<file path="src/rtl/serial_argmax_pkg.sv">
// serial_argmax_pkg: default sizing shared by the argmax block and its users.
//   DEF_WIDTH        default signed sample width
//   DEF_ARGMAX_WIDTH default index/argmax width
package serial_argmax_pkg;
  localparam int DEF_WIDTH = 4;
  localparam int DEF_ARGMAX_WIDTH = 5;
endpackage

</file>
<file path="src/rtl/serial_argmax_counter.sv">
// serial_argmax_counter: wrapping up-counter that supplies the index of the next sample.
//   clk   rising-edge clock
//   rst   asynchronous active-low reset, clears count to 0
//   en    advance by one on this edge
//   count index of the next sample, wraps modulo 2^W
module serial_argmax_counter #(
  parameter int W = 5
) (
  input  logic         clk,
  input  logic         rst,
  input  logic         en,
  output logic [W-1:0] count
);
  logic [W-1:0] count_q, count_d;
  always_comb count_d = en ? count_q + W'(1) : count_q;
  always_ff @(posedge clk or negedge rst)
    if (!rst) count_q <= '0;
    else      count_q <= count_d;
  assign count = count_q;
endmodule

</file>
<file path="src/rtl/serial_argmax.sv">
// serial_argmax: streaming argmax, reports the index of the largest signed sample since reset.
//   clk     rising-edge clock
//   rst     asynchronous active-low reset
//   enable  accept in on this edge
//   in      signed two's complement sample
//   argmax  registered index of the earliest maximum seen
module serial_argmax
  import serial_argmax_pkg::*;
#(
  parameter int WIDTH = DEF_WIDTH,
  parameter int ARGMAX_WIDTH = DEF_ARGMAX_WIDTH
) (
  input  logic                    clk,
  input  logic                    rst,
  input  logic                    enable,
  input  logic signed [WIDTH-1:0] in,
  output logic [ARGMAX_WIDTH-1:0] argmax
);
  localparam logic signed [WIDTH-1:0] MIN_VAL = {1'b1, {(WIDTH-1){1'b0}}};
  logic [ARGMAX_WIDTH-1:0] idx, argmax_q, argmax_d;
  logic signed [WIDTH-1:0] max_val_q, max_val_d;
  logic first_q, first_d, take;
  serial_argmax_counter #(.W(ARGMAX_WIDTH)) u_idx (
    .clk(clk), .rst(rst), .en(enable), .count(idx)
  );
  // first forces capture so an all-minimum stream still reports index 0;
  // strict compare keeps the earliest of equal maxima
  always_comb begin
    take = enable && (first_q || (in > max_val_q));
    max_val_d = take ? in : max_val_q;
    argmax_d = take ? idx : argmax_q;
    first_d = enable ? 1'b0 : first_q;
  end
  always_ff @(posedge clk or negedge rst)
    if (!rst) begin
      max_val_q <= MIN_VAL;
      argmax_q <= '0;
      first_q <= 1'b1;
    end else begin
      max_val_q <= max_val_d;
      argmax_q <= argmax_d;
      first_q <= first_d;
    end
  assign argmax = argmax_q;
endmodule

</file>
<file path="config.mk">
export PLATFORM = sky130hd
export DESIGN_NAME = serial_argmax
export DESIGN_NICKNAME = d
export VERILOG_FILES = /design/src/rtl/serial_argmax_pkg.sv /design/src/rtl/serial_argmax_counter.sv /design/src/rtl/serial_argmax.sv
export SDC_FILE = /design/constraint.sdc
export NUM_CORES = 1
export LEC_CHECK = 0
export ABC_AREA = 1
export CAP_MARGIN = 40
export CORE_MARGIN = 4
export CORE_UTILIZATION = 40
export CTS_CLUSTER_DIAMETER = 200
export DETAILED_ROUTE_END_ITERATION = 7
export DONT_BUFFER_PORTS = 1
export GPL_ROUTABILITY_DRIVEN = 0
export PLACE_DENSITY = 0.61
export SETUP_SLACK_MARGIN = 0.2
export SYNTH_ARGS = -nofsm -noshare
export SYNTH_HDL_FRONTEND = slang
export SYNTH_SLANG_ARGS = --single-unit
</file>
<file path="constraint.sdc">
create_clock -name clk -period 3 [get_ports clk]
set_input_delay 0.75 -clock clk [delete_from_list [all_inputs] [get_ports clk]]
set_output_delay 0.75 -clock clk [all_outputs]
set_load 0.02 [all_outputs]
</file>
# [After elaboration in Yosys (flattened, before gate mapping)]
# Index checks and enable logic that the tools add are counted.
[totals] regBits=15 word_cells=8
[classes] addsub=1 n_reduce_logical=2 order_cmp=1
[ops] cell="adder 5 x 1 -> 5 bit, second input constant" n=1
[ops] cell="greater-than comparator 4 bit" n=1
[ops] cell="logical AND 1 bit" n=1
[ops] cell="logical OR 1 bit" n=1

# [Logic depth before layout (Yosys ltp)]
[logic_depth] word_depth=3 mapped_depth=11 depth_no_buf=11

# [Cells and area by module]
# A second synthesis with hierarchy kept.
[hier_totals] hier_cells=93 hier_area_um2=762.0
[by_module_without_submodules] module="serial_argmax" instances=1 area_each_um2=526.8 cells_each=66
[by_module_without_submodules] module="serial_argmax_counter" instances=1 area_each_um2=235.2 cells_each=27

# [Worst setup path after synthesis]
# OpenSTA, ideal clock, no wires.
[synth_path] path_kind="input to register" startpoint="input port in[2]" endpoint="register argmax_q[0], in the netlist argmax[0]" setup_ps=117 path_slack_ps=1279 n_path_buf=0 arrival_time_ps=1604 stages=9 required_ps=2883 path_cell_list="ha_1 > nand2_1 > nor2_1 > nor2_1 > nand2_2 > nand2_4 > nand2_4 > nand2_1 > nand2_1"
[synth_between] elab_chain_len=3
[synth_rtl] item="from (decl)" line_no="serial_argmax.sv:16" rtl="input logic signed [WIDTH-1:0] in,"
[synth_rtl] item="greater-than comparator 4 bit" line_no="serial_argmax.sv:29" rtl="take = enable && (first_q || (in > max_val_q));"
[synth_rtl] item="logical OR 1 bit" line_no="serial_argmax.sv:29"
[synth_rtl] item="logical AND 1 bit" line_no="serial_argmax.sv:29"
[synth_rtl] item="to (signal assigned)" line_no="serial_argmax.sv:41" rtl="argmax_q <= argmax_d;"
[synth_rtl] item="to (decl)" line_no="serial_argmax.sv:20" rtl="logic [ARGMAX_WIDTH-1:0] idx, argmax_q, argmax_d;"
# No other way between the ends.
# A chain may end at the register's enable or synchronous reset.

# [Final worst setup path]
[layout_path] startpoint="register max_val_q[3]" endpoint="register argmax_q[1], in the netlist argmax[1]"
[layout_between] elab_chain_len=3
[layout_rtl] item="from (decl)" line_no="serial_argmax.sv:21" rtl="logic signed [WIDTH-1:0] max_val_q, max_val_d;"
[layout_rtl] item="from (signal assigned)" line_no="serial_argmax.sv:40" rtl="max_val_q <= max_val_d;"
[layout_rtl] item="greater-than comparator 4 bit" line_no="serial_argmax.sv:29"
[layout_rtl] item="logical OR 1 bit" line_no="serial_argmax.sv:29"
[layout_rtl] item="logical AND 1 bit" line_no="serial_argmax.sv:29"
# No other way between the ends.

==> run summary <==
Status: finished, final reports clean
Max-cap violations: 0
Max incr delay on CP: 540 ps
Unique masters post-synth: 17
Routed via count: 491
Synth top cells by count: nand2_1 (23), dfrtp_1 (13), nand3_1 (10)
Cell taking the most area after synthesis: dfrtp_1
Synth Area in Simple Gates: 0.282
Worst path most repeated cell: nand2_1
CTS tree: built
Residual DRC: 0
Post-Syn Area per Cell: 9.27 um2
Slew margin rel.: 0.850
Upper clock frequency limit: 619 MHz
Initial core utilization: 0.425
Most frequent cell after synthesis: nand2_1
Worst-path cell chain: inv_1, ha_1, nand2_1, nor2_1, nor2_1, nand2_2, nand2_4, nand2_4, nand2_1, nand2_1
Post-DR wirelength/cell: 10.9 um
Seq/Total Area, Yosys: 0.509
Required @ worst endpoint: 3170 ps
Final setup violation count: 0
ANT nets after route: 0
Clk pin slew, worst setup/hold paths: 80 ps
Syn-to-layout area delta: 6.07%
CORE AREA: 1750 um2
Crit path time final: 1620 ps
Syn Nets: 92
Synth top area cells: dfrtp_1 (44%), nand2_1 (12%), ha_1 (8.4%), dfstp_2 (7.1%), nand3_1 (6.7%)
Critical path arrival: 1790 ps
Slowest CP cell: dfstp_2
Fraction of registers with async set/reset: 1.00
Peak VDD IR: 0.000347 V
Max Root-Sink Buffers: 2
Number of synthesized register bits: 15
Worst Hold Class: in -> async
Largest family of logic cells by synthesized area: simple AND/OR/NAND/NOR gates
Share of cells above drive strength 1: 0.134
Die H: 51.1 um
Crit Reg-Reg Endpoint: argmax[1]
Clock skew: 1.39 ps
RSZ-0062 raised after global routing: false
Number of synthesized flops with an enable pin: 0
Peak fanout along the critical path: 10
Die width: 51.1 um
Fin Hold WS: 157 ps
Compound-Gate Fraction of Synth Area: 0
Syn Inst Count: 80
Vias per cell: 4.59
Initial antenna violation count: 0
# diodes: 0
Post-synthesis mux area share: 0.0152
Reg2reg setup slack: 1380 ps
Leakage: 0.401 nW
CTS resizes: 0
Crit-path leading delay family: simple AND/OR/NAND/NOR gates
Post-Route WL: 1170 um
Fillers: 172
Largest net degree at the start of global routing: 17
Hold-fix buffers at CTS: 0
Final HPWL DP: 867 um
Critical path buffers and inverters: 1
Top_reg_cell synth: dfrtp_1
Ports: 12
Reg2Reg Depth: 10
CP Launch Point: max_val_q[3]
IO buf count: 0
WS Path Type: reg -> reg
Fin nets: 95
Placed Cells: 103
Vias in the first global route: 496
First-pass GRT wire length: 2130 um
Clock tree sinks: 15
Storage element area: 378 um2
1st-pass router iterations: 4
Worst-margin pin slew: 226 ps
Adder-Cell Fraction of Synth Area: 0.0843
Std cell rows: 15
Post-CTS Setup Bufs: 0
Fin crit share: 0.538
Power Density: 1020 nW/um2
Syn Std Cell Area: 742 um2
Xor and xnor area share after synthesis: 0.0472
Full die area: 2610 um2
RR Startpoint: max_val_q[3]
Setup crit end: argmax[1]
Syn. warnings: 0
Non-Filler Instances: 107
Top-area cell type share of the netlist area: 0.438
Grt ovf: 0
DRT iter0 DRCs: 6
Area occupied by multi-input gates: 318 um2
H-tree lvl count: 1
GRT Util Overall: 0.110
Post-route setup TNS: 0 ps
Fin. max-slew vios: 0
Clock Latency Late Sink: 270 ps
Cts bufs inserted: 3
Cell depth of the worst setup path: 10
Critical path endpoint category: register
Root Driver: clkbuf_4
Hold Violations, Final: 0
Critical Path Start Type: register
-- layer usage --
metal / track usage / vias to the layer above / wire [um]
met2: 0.155 / 13 / 533
met3: 0.0466 / 2 / 97
met5: 0 / - / 0
met4: 0.0673 / 0 / 3
met1: 0.139 / 217 / 536
li1: - / 259 / -
-- power by group --
part / internal (mW) / switching, mW / total (mW) / leakage, nW
logic: 0.119 / 0.160 / 0.279 / 0.207
registers: 0.301 / 0.113 / 0.414 / 0.179
clock network: 0.0515 / 0.0606 / 0.112 / 0.0150
-- worst register-to-register path: cells and delay by family, from the launching register on --
kind                     cells  cell delay (ps)
adder cells (fa/ha/maj)      1              290
buffers and inverters        1               40
flip-flops                   1              540
AND/OR/NAND/NOR              8              650
-- sequential cells by signal, indices dropped and copies added (netlist names) --
register,flops
argmax,5
first_q,1
max_val_q,4
u_idx.count,5
-- layout make-up --
cell class / count / share of cell area
clock buffer: 4 / 0.0334
multi-input combinational: 54 / 0.404
tap: 25 / 0.0397
sequential: 15 / 0.480
inverter: 9 / 0.0429
-- cells by family (layout without fill, tap and decap cells) --
family | count (synthesis) | count (layout)
DFF | 15 | 15
and+or+nand+nor | 44 | 44
buffers and inverters | 11 | 13
muxes | 1 | 1
adders and majority gates | 5 | 5
xor gates and xnor gates | 4 | 4
-- through the flow --
step / util / total power [mW] / area, um2 / setup WS (ps)
detailed placement: 0.436 / 0.701 / 761 / 1170
CTS: 0.451 / 0.820 / 787 / 1360
global route: 0.451 / 0.885 / 787 / 1250
finish: 0.451 / 0.805 / 787 / 1380
floorplan: - / 0.646 / 742 / 1280
global placement: 0.436 / 0.695 / 761 / 1200
-- worst min-delay path by stage --
| stage | endpoint | slack (ps) | cells after the start |
|---|---|---|---|
| 4_1_cts | argmax[3] | 150 | 0 |
| 6_report | argmax[3] | 160 | 0 |
| 2_1_floorplan | max_val_q[1] | 440 | 2 |
| 5_1_grt | max_val_q[2] | 140 | 0 |
| 3_5_place_dp | max_val_q[2] | 450 | 0 |
| 3_3_place_gp | max_val_q[2] | 450 | 0 |
-- placed cells by master, fill, tap and decap left out, drive strengths merged --
master and count:
nor2 5, nand4 2, dfstp 2, dfrtp 13, nand2 26, xor2 3, inv 9, ha 5
nand3 11, xnor2 1, mux2 1, clkbuf 4
Power figures use the tool's default switching activity.
